===== src/rtl/pipe_stage_chain_if.sv =====
// Bundle of the pipe_stage_chain signals: upstream stimulus, stall/flush control and last-stage outputs.
// With PIPE_CHAIN_BYPASS_EN defined it also carries the forwarding query (qry_rd) and result (fwd_hit, fwd_data).
interface pipe_stage_chain_if #(
    parameter int DATA_W = 64,
    parameter int CTRL_W = 4,
    parameter int ADDR_W = 5,
    parameter int DEPTH  = 1
);
    localparam int OCC_W = $clog2(DEPTH + 1);

    logic              stall;
    logic              flush;
    logic              valid_in;
    logic [CTRL_W-1:0] ctrl_in;
    logic [ADDR_W-1:0] rd_in;
    logic [DATA_W-1:0] data_in;
    logic              valid_out;
    logic [CTRL_W-1:0] ctrl_out;
    logic [ADDR_W-1:0] rd_out;
    logic [DATA_W-1:0] data_out;
    logic [OCC_W-1:0]  occupancy;
`ifdef PIPE_CHAIN_BYPASS_EN
    logic [ADDR_W-1:0] qry_rd;
    logic              fwd_hit;
    logic [DATA_W-1:0] fwd_data;

    modport master (
        output stall, flush, valid_in, ctrl_in, rd_in, data_in, qry_rd,
        input  valid_out, ctrl_out, rd_out, data_out, occupancy, fwd_hit, fwd_data
    );
    modport slave (
        input  stall, flush, valid_in, ctrl_in, rd_in, data_in, qry_rd,
        output valid_out, ctrl_out, rd_out, data_out, occupancy, fwd_hit, fwd_data
    );
`else
    modport master (
        output stall, flush, valid_in, ctrl_in, rd_in, data_in,
        input  valid_out, ctrl_out, rd_out, data_out, occupancy
    );
    modport slave (
        input  stall, flush, valid_in, ctrl_in, rd_in, data_in,
        output valid_out, ctrl_out, rd_out, data_out, occupancy
    );
`endif
endinterface


===== src/rtl/pipe_stage_chain.sv =====
// DEPTH-stage pipeline register chain with stall, flush, bubble gating and occupancy count.
// Optional PIPE_CHAIN_BYPASS_EN adds a combinational forwarding lookup across all stages.
module pipe_stage_chain #(
    parameter int DATA_W = 64,
    parameter int CTRL_W = 4,
    parameter int ADDR_W = 5,
    parameter int DEPTH  = 1
) (
    input logic               clk,
    input logic               reset,
    pipe_stage_chain_if.slave bus
);
    localparam int OCC_W = $clog2(DEPTH + 1);

    logic              stage_valid [DEPTH];
    logic [CTRL_W-1:0] stage_ctrl  [DEPTH];
    logic [ADDR_W-1:0] stage_rd    [DEPTH];
    logic [DATA_W-1:0] stage_data  [DEPTH];

    logic [OCC_W-1:0]  occ_reg;
    logic [OCC_W-1:0]  occ_next;

    genvar gi;
    generate
        for (gi = 0; gi < DEPTH; gi++) begin : g_stage
            logic              valid_reg;
            logic [CTRL_W-1:0] ctrl_reg;
            logic [ADDR_W-1:0] rd_reg;
            logic [DATA_W-1:0] data_reg;
            logic              valid_next;
            logic [CTRL_W-1:0] ctrl_next;
            logic [ADDR_W-1:0] rd_next;
            logic [DATA_W-1:0] data_next;

            if (gi == 0) begin : g_head
                // Bubbles entering the chain are scrubbed so they never carry a stray regWrite.
                assign valid_next = bus.valid_in;
                assign ctrl_next  = bus.valid_in ? bus.ctrl_in : '0;
                assign rd_next    = bus.valid_in ? bus.rd_in : '1;
                assign data_next  = bus.data_in;
            end else begin : g_body
                assign valid_next = stage_valid[gi-1];
                assign ctrl_next  = stage_ctrl[gi-1];
                assign rd_next    = stage_rd[gi-1];
                assign data_next  = stage_data[gi-1];
            end

            always_ff @(posedge clk) begin
                if (reset) begin
                    valid_reg <= 1'b0;
                    ctrl_reg  <= '0;
                    rd_reg    <= '1;
                    data_reg  <= '0;
                end else if (bus.flush) begin
                    valid_reg <= 1'b0;
                    ctrl_reg  <= '0;
                    rd_reg    <= '1;
                end else if (!bus.stall) begin
                    valid_reg <= valid_next;
                    ctrl_reg  <= ctrl_next;
                    rd_reg    <= rd_next;
                    data_reg  <= data_next;
                end
            end

            assign stage_valid[gi] = valid_reg;
            assign stage_ctrl[gi]  = ctrl_reg;
            assign stage_rd[gi]    = rd_reg;
            assign stage_data[gi]  = data_reg;
        end
    endgenerate

    // Net change is +1, -1 or 0 depending on whether a valid enters and/or leaves on this edge.
    always_comb begin
        occ_next = occ_reg;
        if (bus.valid_in && !stage_valid[DEPTH-1]) begin
            occ_next = occ_reg + OCC_W'(1);
        end else if (!bus.valid_in && stage_valid[DEPTH-1]) begin
            occ_next = occ_reg - OCC_W'(1);
        end
    end

    always_ff @(posedge clk) begin
        if (reset || bus.flush) begin
            occ_reg <= '0;
        end else if (!bus.stall) begin
            occ_reg <= occ_next;
        end
    end

    assign bus.valid_out = stage_valid[DEPTH-1];
    assign bus.ctrl_out  = stage_ctrl[DEPTH-1];
    assign bus.rd_out    = stage_rd[DEPTH-1];
    assign bus.data_out  = stage_data[DEPTH-1];
    assign bus.occupancy = occ_reg;

`ifdef PIPE_CHAIN_BYPASS_EN
    logic              fwd_hit_next;
    logic [DATA_W-1:0] fwd_data_next;

    // Scan oldest to youngest so the lowest-index (youngest) match wins.
    always_comb begin
        fwd_hit_next  = 1'b0;
        fwd_data_next = '0;
        for (int i = DEPTH - 1; i >= 0; i--) begin
            if (stage_valid[i] && stage_ctrl[i][0] && (stage_rd[i] == bus.qry_rd)
                    && (bus.qry_rd != '1)) begin
                fwd_hit_next  = 1'b1;
                fwd_data_next = stage_data[i];
            end
        end
    end

    assign bus.fwd_hit  = fwd_hit_next;
    assign bus.fwd_data = fwd_data_next;
`endif
endmodule


===== src/flat_wrapper.sv =====
// flat-port wrapper written by rule: the top's interface ports become plain ports
module pipe_stage_chain_flat 
#(
    parameter int DATA_W = 64,
    parameter int CTRL_W = 4,
    parameter int ADDR_W = 5,
    parameter int DEPTH  = 1
)
  (clk, reset, bus_stall, bus_flush, bus_valid_in, bus_ctrl_in, bus_rd_in, bus_data_in, bus_valid_out, bus_ctrl_out, bus_rd_out, bus_data_out, bus_occupancy);
  pipe_stage_chain_if #(.DATA_W(DATA_W), .CTRL_W(CTRL_W), .ADDR_W(ADDR_W), .DEPTH(DEPTH)) bus_i ();
  input logic clk;
  input logic reset;
  input wire logic [$bits(bus_i.stall)-1:0] bus_stall;
  input wire logic [$bits(bus_i.flush)-1:0] bus_flush;
  input wire logic [$bits(bus_i.valid_in)-1:0] bus_valid_in;
  input wire logic [$bits(bus_i.ctrl_in)-1:0] bus_ctrl_in;
  input wire logic [$bits(bus_i.rd_in)-1:0] bus_rd_in;
  input wire logic [$bits(bus_i.data_in)-1:0] bus_data_in;
  output wire logic [$bits(bus_i.valid_out)-1:0] bus_valid_out;
  output wire logic [$bits(bus_i.ctrl_out)-1:0] bus_ctrl_out;
  output wire logic [$bits(bus_i.rd_out)-1:0] bus_rd_out;
  output wire logic [$bits(bus_i.data_out)-1:0] bus_data_out;
  output wire logic [$bits(bus_i.occupancy)-1:0] bus_occupancy;
  assign bus_i.stall = bus_stall;
  assign bus_i.flush = bus_flush;
  assign bus_i.valid_in = bus_valid_in;
  assign bus_i.ctrl_in = bus_ctrl_in;
  assign bus_i.rd_in = bus_rd_in;
  assign bus_i.data_in = bus_data_in;
  assign bus_valid_out = bus_i.valid_out;
  assign bus_ctrl_out = bus_i.ctrl_out;
  assign bus_rd_out = bus_i.rd_out;
  assign bus_data_out = bus_i.data_out;
  assign bus_occupancy = bus_i.occupancy;
  pipe_stage_chain #(.DATA_W(DATA_W), .CTRL_W(CTRL_W), .ADDR_W(ADDR_W), .DEPTH(DEPTH)) u_core (.clk(clk), .reset(reset), .bus(bus_i));
endmodule

===== config.mk =====
export PLATFORM = sky130hd
export DESIGN_NAME = pipe_stage_chain_flat
export DESIGN_NICKNAME = d
export VERILOG_FILES = /design/src/rtl/pipe_stage_chain_if.sv /design/src/rtl/pipe_stage_chain.sv /design/src/flat_wrapper.sv
export SDC_FILE = /design/constraint.sdc
export NUM_CORES = 1
export LEC_CHECK = 0
export BUFFER_PORTS_ARGS = -buffer_cell sky130_fd_sc_hd__buf_2
export CAP_MARGIN = 20
export CORE_ASPECT_RATIO = 0.8
export CORE_MARGIN = 5
export CORE_UTILIZATION = 39
export DETAILED_ROUTE_END_ITERATION = 10
export PLACE_DENSITY_LB_ADDON = 0.25
export SETUP_SLACK_MARGIN = 0.3
export SYNTH_ARGS = -nofsm -noshare
export SYNTH_HDL_FRONTEND = slang
export SYNTH_SLANG_ARGS = --single-unit

===== constraint.sdc =====
create_clock -name clk -period 0.9 [get_ports clk]
set_input_delay 0.045 -clock clk [delete_from_list [all_inputs] [get_ports clk]]
set_output_delay 0.045 -clock clk [all_outputs]
set_load 0.005 [all_outputs]

==> results of run 1 <==
-- cells in the mapped netlist --
| cell | instances |
|---|---|
| dfxtp_1 | 75 |
| a21oi_1 | 66 |
| nor2b_1 | 1 |
| nand2b_1 | 1 |
| inv_1 | 1 |
| xnor2_1 | 1 |
| o22ai_1 | 5 |
| buf_2 | 7 |
| clkbuf_1 | 8 |
| or2_1 | 1 |
| nor2_4 | 1 |
| buf_8 | 6 |
| or2_2 | 1 |
| a22oi_1 | 4 |
| buf_6 | 1 |
| nor2_1 | 5 |
| o21ai_0 | 1 |
| or3_1 | 1 |
| nand2_1 | 134 |
-- cell families after synthesis --
family	share of synthesized area [%]
AND/OR/NAND/NOR	21.4
buffers and inverters	6.44
XOR/XNOR	0.332
AO/OA/AOI/OAI	15.0
flip-flops	56.8
-- through the flow --
stage	util (%)	setup TNS [ns]
4_1_cts	83.4	-0.0888
3_5_place_dp	56.6	-0.345
3_3_place_gp	56.6	-0.0144
2_1_floorplan	-	-0.000184
-- metal layers --
metal  track usage, %  overflow
met1             67.2         0
met2             81.5        22
met3             52.2         1
met4             72.3        36
met5             3.21         0
-- what timing repair did --
item / 4_1_cts
gates resized for setup: 178
hold buffers: 65
endpoints found under the hold margin: 73
buffers inserted: 52
endpoints found under the setup margin: 100
pin swaps: 46
==> metrics.md, run 1 <==
| Metric | Value |
|---|---|
| Clk root buf | clkbuf_8 |
| Clock sinks | 75 |
| GR Util All Layers | 67.3% |
| Synth Net Count | 398 |
| Setup slack at placement | -0.0241 ns |
| Cell total after placement | 545 |
| Port buffer count | 152 |
| H-Tree Level Count | 3 |
| Mapped Area | 2640 um^2 |
| Worst_ep grt | u_core.bus.occupancy$_SDFFE_PP0P_/D |
| Status | aborted with a tool error |
| DP Area | 3670 um^2 |
| IO Pins | 153 |
| Stopped at | 5_1_grt |
| Top post-synthesis cells by area | dfxtp_1, nand2_1, a21oi_1 |
| Initial Util | 40.8% |
| Max clock buf depth | 2 |
| Cts bufs inserted | 9 |
| Hpwl dp | 5350 um |
| Cell taking the most area after synthesis | dfxtp_1 |
| Sequential share of the synthesized area | 56.8% |
| Yosys cell types | 19 |
| Largest net degree at the start of global routing | 39 |
| Top-area cell type share of the netlist area | 56.8% |
| Synth warn | 0 |
| Worst EP kind | register input |
| Error | [ERROR GRT-0232] Routing congestion too high. Check the congestion heatmap in the GUI. |
| Final Wtd Congestion | 0.772 |
| Initial antenna violation count | 2 |
| Die Height | 83.6 um |
| Number of core rows | 26 |
| Die span in x | 102 um |
| Post-Synthesis Cells | 320 |
| Synth Register Bits | 75 |
| Syn_area_per_cell | 8.25 um^2 |
| GRT Residual Overflow | 59 |
==> run 2, diff against run 1 <==
Settings changed: CORE_ASPECT_RATIO 0.8 to not set, CORE_UTILIZATION 39 to 40, PLACE_DENSITY_LB_ADDON 0.25 to 0.15, SETUP_SLACK_MARGIN 0.3 to not set.
Clock period 0.9 ns to 1.17 ns, I/O delays scaled along.
==> run 2 against run 1 <==
  * The flow now finishes without violations
  * Synthesized cell count stayed put
  * Synthesized area stayed put
==> metrics.md, run 2 <==
| Metric | Value |
|---|---|
| Hold Vio Cnt, Final | 0 |
| Mapped Area | 2640 um^2 (unchanged) |
| Main synth FF type | dfxtp_1 |
| Most frequent cells in the layout | buf_2, nand2_1, dfxtp_1 |
| Total Nets Final | 619 |
| Tmin final | 0.998 ns |
| Vias in the first global route | 2909 |
| Die Height | 91.3 um (+9.2%) |
| Global route hottest layer | met2 |
| Design area | 4310 um^2 |
| CP arrival | 1.26 ns |
| Final setup fails | 0 |
| Post-Synthesis Cells | 320 (unchanged) |
| CTS tree | built |
| CP max stage cell | dfxtp_1 |
| Initial Util | 41.4% (+0.56 points) |
| Top post-synthesis cells by area | dfxtp_1, nand2_1, a21oi_1 |
| Max clock buf depth | 2 (unchanged) |
| Drt drc | 0 |
| Clock-pin slew on the worst setup and hold paths | 0.07 ns |
| Ordered cell list for the critical path | xnor2_1 > or3_1 > a21oi_1 |
| Layout Skew | 0.0000120 ns |
| Via density | 4.63 |
| Syn_area_per_cell | 8.25 um^2 (unchanged) |
| Worst endpoint required time | 1.43 ns |
| Final TNS setup | 0 ns |
| GR Util met3 | 6.03% |
| CP startpoint kind | register |
| Worst hold path class | input port to register |
| CP Class | register to register |
| Max Cap Viol | 0 |
| Die span in x | 91.3 um (-11%) |
| Worst-margin pin slew | 0.464 ns |
| Slew Limit Fails | 0 |
| Clk root buf | clkbuf_8 |
| Initial antenna violation count | 0 |
| Worst vdd ir | 0.809 mV |
| Delay of the slowest critical-path stage | 0.34 ns |
| Post-synth top cells | nand2_1, dfxtp_1, a21oi_1, clkbuf_1, buf_2 |
| Die area | 8330 um^2 |
| Slew HR | 69.0% |
| Port buffer count | 152 (unchanged) |
| Clk_lat worst skew | 0.33 ns |
| Achievable Freq | 1.00 GHz |
| Critical Path Sink Type | register |
| Number of flops mapped to enable cells by yosys | 0 (unchanged) |
| Power per standard cell area | 1180 nW/um^2 |
| Cell taking the most area after synthesis | dfxtp_1 |
| Antenna Nets Post-Route | 0 |
| Period utilisation layout | 85.3% |
| Crit-path max FO | 3 |
| GR Util All Layers | 19.4% |
| Number of diodes | 0 |
| RSZ-0062 raised after global routing | false |
| CTS resizes | 0 (-100%) |
| Yosys cell types | 19 (unchanged) |
| Area grow syn2layout | 63.1% |
| DRT Pass-1 Iters | 4 |
| Layout cell share with drive strength beyond 1 | 31.9% |
| Sequential share of the synthesized area | 56.8% (unchanged) |
| Max FFs per register | 64 |
| Synth Net Count | 398 (unchanged) |
| Grt met2 use | 32.8% |
| Most common cell in the netlist | nand2_1 |
| Cts bufs inserted | 9 (unchanged) |
| Vias | 2884 |
| R2r setup slk | 0.17 ns |
| DP Area | 3420 um^2 (-6.7%) |
| H-Tree Level Count | 3 (unchanged) |
| Final Wtd Congestion | 0.744 (-3.7%) |
| Initial DRC count | 126 |
| Buf+Inv Stages, Crit Path | 0 |
| Synth warn | 0 (unchanged) |
| Synth Register Bits | 75 (unchanged) |
| Global-route wire length before repair | 13400 um |
| Critical path's top delay family | flip-flops |
| Tot Pwr | 5.09 mW |
| Hpwl dp | 4970 um (-7.1%) |
| Met1 Use GR | 22.0% |
| Status | finished clean |
| IO Pins | 153 (unchanged) |
| Clock sinks | 75 (unchanged) |
| Number of core rows | 29 (+12%) |
| Top-area cell type share of the netlist area | 56.8% (unchanged) |
| Post-synth ARST share | 0% (unchanged) |
| Core ar. | 6390 um^2 |
| Final wirelength | 8160 um |
| Most common cell after layout, fill and taps aside | buf_2 |
| Wire per inst | 13.1 um |
| GRT Residual Overflow | 0 |
| Pleak | 2.00 nW |
| Largest net degree at the start of global routing | 45 |
| Fill count | 534 |
run 2: logic make-up after synthesis:
kind of cell	synth area share, %
AND/OR/NAND/NOR	21.4
flip-flops	56.8
XOR/XNOR	0.332
buffers and inverters	6.44
AO/OA/AOI/OAI	15.0
run 2: area by class of cell:
class / count / area, um^2 / area share, %
multi-input combinational: 222 / 970 / 22.5
tap: 77 / 96.3 / 2.24
inverter: 1 / 3.75 / 0.0872
clock inverter: 3 / 15.0 / 0.349
sequential: 75 / 1500 / 34.9
timing repair buffer: 232 / 1580 / 36.7
clock buffer: 13 / 139 / 3.22
run 2: path summary, 6_finish.rpt:
kind                                         startpoint                 endpoint  depth (start not counted)
worst min-delay path                              reset     u_core.bus.rd_out[3]                          3
worst max register to register     u_core.bus.valid_out     u_core.bus.occupancy                          3
worst max-delay path               u_core.bus.valid_out     u_core.bus.occupancy                          3
worst min register to register  u_core.bus.data_out[32]  u_core.bus.data_out[32]                          2
run 2: what timing repair did:
item,4_1_cts,5_1_grt
hold buffers,73,0
buffers inserted,0,0
hold endpoints to repair,73,0
run 2: tightest hold or removal path, cell delays in order:
cell and delay [ns]:
buf_2 0.11, nor2_1 0.09, nand2_1 0.06
run 2: per-stage QoR:
| step | worst slack, ns | hold WS, ns | utilization (%) | cells |
|---|---|---|---|---|
| floorplan | 0.243 | 0.194 | - | 320 |
| global placement | 0.175 | 0.282 | 53.6 | 534 |
| detailed placement | 0.154 | 0.285 | 53.6 | 534 |
| CTS | 0.167 | 0.0144 | 67.4 | 623 |
| global route | 0.128 | 0.0545 | 67.4 | 623 |
| finish | 0.172 | 0.0281 | 67.4 | 623 |
run 2: layer usage:
| metal | vias up | part of all wire (%) |
|---|---|---|
| li1 | 1476 | - |
| met1 | 1274 | 40 |
| met2 | 114 | 49 |
| met3 | 20 | 8.3 |
| met4 | 0 | 2.7 |
| met5 | - | 0 |
run 2: power breakdown:
group          switching, mW  internal [mW]  total [mW]
sequential            0.0516           2.66        2.71
clock                  0.861          0.763        1.62
combinational          0.327          0.426       0.753
total                   1.24           3.85        5.09
Power figures use the tool's default switching activity.
==> run 3, diff against run 2 <==
Settings changed: BUFFER_PORTS_ARGS -buffer_cell sky130_fd_sc_hd__buf_2 to not set, DONT_BUFFER_PORTS set to 1.
==> run 3 against run 2 <==
  * Die area did not move
  * Largest power group unchanged
  * Worst setup slack worse by 0.15 ns
  * Clock power grew 38%
  * Cell area decreased by 12%
  * Fmax down 13%
==> metrics.md, run 3 (synthesis results as in run 2) <==
| Metric | Value |
|---|---|
| IO Pins | 153 (unchanged) |
| CTS tree | built |
| Global-route wire length before repair | 12000 um (-10%) |
| Final Wtd Congestion | 0.728 (-2.1%) |
| Layout Skew | 0.00286 ns (+0.00285 ns) |
| Max Cap Viol | 0 (unchanged) |
| Clk_lat worst skew | 0.33 ns (about the same) |
| Max FFs per register | 64 (unchanged) |
| Worst endpoint required time | 1.44 ns (about the same) |
| Layout Utilization | 59.2% (-8.2 points) |
| DP Area | 2630 um^2 (-23%) |
| Clock-pin slew on the worst setup and hold paths | 0.08 ns (about the same) |
| Max clock buf depth | 2 (unchanged) |
| Initial Util | 41.4% (unchanged) |
| CP startpoint kind | register |
| Initial antenna violation count | 0 (unchanged) |
| Vias in the first global route | 2346 (-19%) |
| Status | finished clean |
| Pleak | 1.41 nW (-30%) |
| Wire per inst | 16.0 um (+22%) |
| Critical Path Sink Type | register |
| Cts bufs inserted | 9 (unchanged) |
| Die Height | 91.3 um (unchanged) |
| GRT Residual Overflow | 0 (unchanged) |
| Final setup fails | 0 (unchanged) |
| Initial DRC count | 95 (-25%) |
| Die area | 8330 um^2 (unchanged) |
| Achievable Freq | 0.873 GHz (-13%) |
| Drt drc | 0 (unchanged) |
| H-Tree Level Count | 3 (unchanged) |
| Final wirelength | 7680 um (-5.8%) |
| Period utilisation layout | 97.9% (+13 points) |
| Number of core rows | 29 (unchanged) |
| Power per standard cell area | 1460 nW/um^2 (+24%) |
| Number of diodes | 0 (unchanged) |
| CP arrival | 1.42 ns (+0.16 ns) |
| Hpwl dp | 4450 um (-10%) |
| Most frequent cells in the layout | nand2_1, dlygate4sd3_1, dfxtp_1 |
| Core ar. | 6390 um^2 (unchanged) |
| Port buffer count | 0 (-100%) |
| Most common cell after layout, fill and taps aside | nand2_1 |
| Tot Pwr | 5.52 mW (+8.4%) |
| Worst-margin pin slew | 0.710 ns (+0.245 ns) |
| Crit-path max FO | 2 (-1) |
| Via density | 5.05 (+9.0%) |
| Clk root buf | clkbuf_8 |
| Total Nets Final | 477 (-23%) |
| DRT Pass-1 Iters | 4 (unchanged) |
| Worst vdd ir | 0.880 mV (+8.8%) |
| Slew HR | 52.5% (-17 points) |
| Worst hold path class | input port to register |
| Clock sinks | 75 (unchanged) |
| Slew Limit Fails | 0 (unchanged) |
| Vias | 2428 (-16%) |
| Area grow syn2layout | 43.1% |
| Largest net degree at the start of global routing | 49 (+8.9%) |
| Die span in x | 91.3 um (unchanged) |
| Layout cell share with drive strength beyond 1 | 13.4% (-19 points) |
| Antenna Nets Post-Route | 0 (unchanged) |
| GR Util All Layers | 17.7% (-1.7 points) |
| CP Class | register to register |
| Design area | 3780 um^2 (-12%) |
| Tmin final | 1.15 ns (+0.148 ns) |
| Hold Vio Cnt, Final | 0 (unchanged) |
[run 3: area by class of cell]
type,instances,area [um^2]
clock inverter,4,72.6
fill,549,2610
clock buffer,12,155
inverter,1,3.75
multi-input combinational,222,1010
tap,77,96.3
timing repair buffer,90,921
sequential,75,1520
[run 3: critical path: stages, from the launching register on]
cell and delay [ns]:
dfxtp_2 0.34, nand2_1 0.06, a21oi_2 0.12, dlygate4sd3_1 0.56
[run 3: path summary, 6_finish.rpt]
kind	slack, ns	depth (start not counted)	endpoint	start
setup / recovery	0.02	3	u_core.bus.data_out[56]	u_core.bus.data_out[56]
hold / removal	0.02	3	u_core.bus.rd_out[0]	bus_stall
setup reg to reg	0.02	3	u_core.bus.data_out[56]	u_core.bus.data_out[56]
hold reg to reg	0.46	2	u_core.bus.data_out[24]	u_core.bus.data_out[24]
[run 3: timing repair]
action | CTS | global route
hold endpoints to repair | 75 | 12
buffers inserted | 0 | 3
endpoints found under the setup margin | 0 | 18
hold buffers | 82 | 13
gates resized for setup | 0 | 29
[run 3: routing by layer]
| metal | track usage [%] | part of all wire (%) | vias up |
|---|---|---|---|
| li1 | - | - | 1197 |
| met1 | 19.8 | 39 | 1109 |
| met2 | 29.5 | 49 | 104 |
| met3 | 6.86 | 9.4 | 18 |
| met4 | 8.56 | 2.4 | 0 |
| met5 | 0 | 0 | - |
[run 3: metrics by stage]
step           setup WS, ns  instances  TNS (ns)  hold slack, ns
6_report             0.0241        481         0          0.0200
5_1_grt             -0.0146        481   -0.0283         0.00276
4_1_cts              0.0142        477         0         0.00106
3_5_place_dp          0.193        379         0           0.137
3_3_place_gp          0.210        379         0           0.133
2_1_floorplan         0.243        320         0           0.194
[run 3: power by group]
part / internal, mW / switching (mW) / total (mW) / leakage, nW
clock network: 1.32 / 0.917 / 2.23 / 0.113
logic: 0.293 / 0.238 / 0.532 / 0.673
registers: 2.67 / 0.0896 / 2.76 / 0.620
total: 4.28 / 1.24 / 5.52 / 1.41
==> run 4, diff against run 3 <==
Settings changed: ABC_AREA set to 1.
==> run 4 against run 3 <==
  * Non-clock buffer count shrank 8
  * Largest cell class unchanged
  * Utilization down 1.4 points
  * Global-route usage decreased by 0.37 points
  * Sequential power increased by 3%
  * Clock power is 11% higher
  * Sequential share of layout area is 0.37 points higher
  * Flip-flop and latch count unchanged
  * Clock-buffer cell count stayed put
  * Critical path type unchanged
  * The run now ends with hold timing left
  * Fmax increased by 33%
  * Register-to-register slack better by 0.28 ns
==> metrics.md, run 4 <==
| Metric | Value |
|---|---|
| Final wirelength | 7330 um (-4.6%) |
| Achievable Freq | 1.16 GHz (+33%) |
| Clock sinks | 75 (unchanged) |
| Port buffer count | 0 (unchanged) |
| Number of diodes | 0 (unchanged) |
| Synth Net Count | 408 (+2.5%) |
| Area grow syn2layout | 39.7% |
| Pleak | 1.58 nW (+13%) |
| Global-route wire length before repair | 11900 um (-0.74%) |
| Layout Utilization | 57.8% (-1.4 points) |
| Cts bufs inserted | 9 (unchanged) |
| Delay of the slowest critical-path stage | 0.43 ns (-0.13 ns) |
| Vias | 2382 (-1.9%) |
| Worst-margin pin slew | 0.448 ns (-0.262 ns) |
| Top-area cell type share of the netlist area | 56.8% (about the same) |
| Initial antenna violation count | 0 (unchanged) |
| Worst vdd ir | 1.19 mV (+35%) |
| Synth Register Bits | 75 (unchanged) |
| Critical path's top delay family | flip-flops |
| Power per standard cell area | 1580 nW/um^2 (+8.4%) |
| Most used cell, CP | nor2_1 |
| Post-synthesis mux area share | 0% (unchanged) |
| Most frequent cells in the layout | nor2_1, dlygate4sd3_1, dfxtp_1 |
| CTS tree | built |
| Tmin final | 0.861 ns (-0.285 ns) |
| Synth warn | 0 (unchanged) |
| Fin Hold WS | -0.00472 ns (-0.0247 ns) |
| CP startpoint kind | register |
| CP max stage cell | dfxtp_1 |
| Final TNS setup | 0 ns (unchanged) |
| Tot Pwr | 5.85 mW (+5.9%) |
| Max Cap Viol | 0 (unchanged) |
| Initial Util | 41.4% (about the same) |
| Most common cell after layout, fill and taps aside | nor2_1 |
| Hold Vio Cnt, Final | 1 (+1) |
| Wire per inst | 15.1 um (-5.4%) |
| Core ar. | 6390 um^2 (unchanged) |
| Die span in x | 91.3 um (about the same) |
| Die Height | 91.3 um (about the same) |
| Period utilisation layout | 73.6% (-24 points) |
| Slew Limit Fails | 0 (unchanged) |
| Drt drc | 0 (unchanged) |
| Largest family of logic cells by synthesized area | simple AND/OR/NAND/NOR gates |
| Area share of xor/xnor cells in the synthesized design | 0% (-0.33 points) |
| Synth Area in Simple Gates | 22.6% (+1.2 points) |
| Die area | 8340 um^2 (about the same) |
| Antenna Nets Post-Route | 0 (unchanged) |
| Crit-path max FO | 5 (+3) |
| Max clock buf depth | 2 (unchanged) |
| Clk root buf | clkbuf_8 |
| Synth Area in Adders | 0% (unchanged) |
| Post-synth ARST share | 0% (unchanged) |
| Max FFs per register | 64 (unchanged) |
| Failing checks | hold timing |
| Main synth FF type | dfxtp_1 |
| Critical Path Sink Type | register |
| Clock-pin slew on the worst setup and hold paths | 0.07 ns (about the same) |
| Number of flops mapped to enable cells by yosys | 0 (unchanged) |
| Largest net degree at the start of global routing | 65 (+33%) |
| Worst hold path class | input port to register |
| GRT Residual Overflow | 0 (unchanged) |
| CP arrival | 1.09 ns (-0.33 ns) |
| RSZ-0062 raised after global routing | false |
| IO Pins | 153 (unchanged) |
| Post-synth top cells | nor2_1, dfxtp_1, o21ai_0, o21ai_1, nand2_1 |
| Synth Area in Compound Gates | 14.2% (-0.77 points) |
| GR Util All Layers | 17.4% (-0.37 points) |
| Final setup fails | 0 (unchanged) |
| Status | finished, violations left |
| Most common cell in the netlist | nor2_1 |
| Buf+Inv Stages, Crit Path | 0 (-1) |
| Fill count | 557 (+1.5%) |
| Syn_area_per_cell | 8.01 um^2 (-2.9%) |
| Sequential share of the synthesized area | 56.8% (about the same) |
| DRT Pass-1 Iters | 4 (unchanged) |
| Setup bufs post-CTS | 0 (unchanged) |
| Total Nets Final | 481 (+0.84%) |
| Initial DRC count | 132 (+39%) |
| Mapped Area | 2640 um^2 (about the same) |
| Top post-synthesis cells by area | dfxtp_1, nor2_1, o21ai_0 |
| Cell taking the most area after synthesis | dfxtp_1 |
| Post-Synthesis Cells | 330 (+3.1%) |
| Worst endpoint required time | 1.40 ns (-0.04 ns) |
| Number of core rows | 29 (unchanged) |
| Layout cell share with drive strength beyond 1 | 6.62% (-6.7 points) |
| Final Wtd Congestion | 0.677 (-7.1%) |
| Ordered cell list for the critical path | nand2_1 > nand2_1 > nor2_1 > nor2_1 > nor2_1 |
| Via density | 4.91 (-2.7%) |
| Vias in the first global route | 2381 (+1.5%) |
| Slew HR | 70.1% (+18 points) |
| Clk_lat worst skew | 0.33 ns (about the same) |
| Yosys cell types | 15 (-4) |
| Hpwl dp | 4360 um (-1.9%) |
| H-Tree Level Count | 3 (unchanged) |
| Layout Skew | 0.00102 ns (-0.00184 ns) |
| CP Class | register to register |
[run 4: cell count changes after synthesis, sizes merged]
cell | previous run | this run
inv | 1 | 6
or2 | 2 | 0
a21oi | 66 | 5
nor2b | 1 | 0
nand2b | 1 | 0
nor2 | 6 | 135
xnor2 | 1 | 0
a22oi | 4 | 0
clkbuf | 8 | 6
o21ai | 1 | 64
nand2 | 134 | 18
nand4 | 0 | 1
or3 | 1 | 0
clkinv | 0 | 1
[run 4: path summary, 6_finish.rpt]
| check | from | end | slack (ns) | cells past startpoint |
|---|---|---|---|---|
| worst min-delay path | bus_valid_in | u_core.bus.occupancy | -0.005 | 4 |
| worst max register to register | u_core.bus.valid_out | u_core.bus.occupancy | 0.31 | 5 |
| worst max-delay path | u_core.bus.valid_out | u_core.bus.occupancy | 0.31 | 5 |
| worst min register to register | u_core.bus.ctrl_out[3] | u_core.bus.ctrl_out[3] | 0.50 | 2 |
[run 4: layout make-up]
class / instances / area, um^2 / share of cell area [%]
well taps: 77 / 96.3 / 2.61
flip-flops and latches: 75 / 1500 / 40.7
clock inverters: 4 / 95.1 / 2.57
clock buffers: 12 / 165 / 4.47
inverters: 7 / 26.3 / 0.711
multi-input cells: 228 / 977 / 26.5
repair buffers: 82 / 831 / 22.5
[run 4: power by group]
part,switching (mW),leakage (nW),internal (mW)
clock network,0.894,0.133,1.59
logic,0.251,0.832,0.284
registers,0.123,0.618,2.71
[run 4: logic make-up after synthesis]
family	count (synthesis)
AOI/OAI and AO/OA	74
buffers and inverters	27
DFF	75
and+or+nand+nor	154
[run 4: metrics by stage]
step	instance area (um^2)	setup slack (ns)	hold WS, ns	std cells
floorplan	2640	0.362	0.189	330
global placement	2680	0.273	0.192	394
detailed placement	2680	0.226	0.196	394
CTS	3690	0.0237	-0.0296	485
global route	3690	0.255	0.00412	485
finish	3690	0.309	-0.00472	485
[run 4: per-layer routing]
metal  track usage [%]  vias up  wire (um)
li1                  -     1201          -
met5                 0        -          0
met3              8.10       14        811
met4              7.82        0        150
met1              19.6     1062       2780
met2              27.9      105       3590
[run 4: tightest hold or removal path, cell delays in order]
cell and delay (ns):
nand2_1 0.05, nand4_1 0.08, nand2_1 0.06, nor2_1 0.03
[run 4: what timing repair did]
item | CTS | global route
hold buffers | 75 | 1
endpoints found under the hold margin | 75 | 1
setup endpoints to repair | 0 | 1
gates resized for setup | 0 | 3
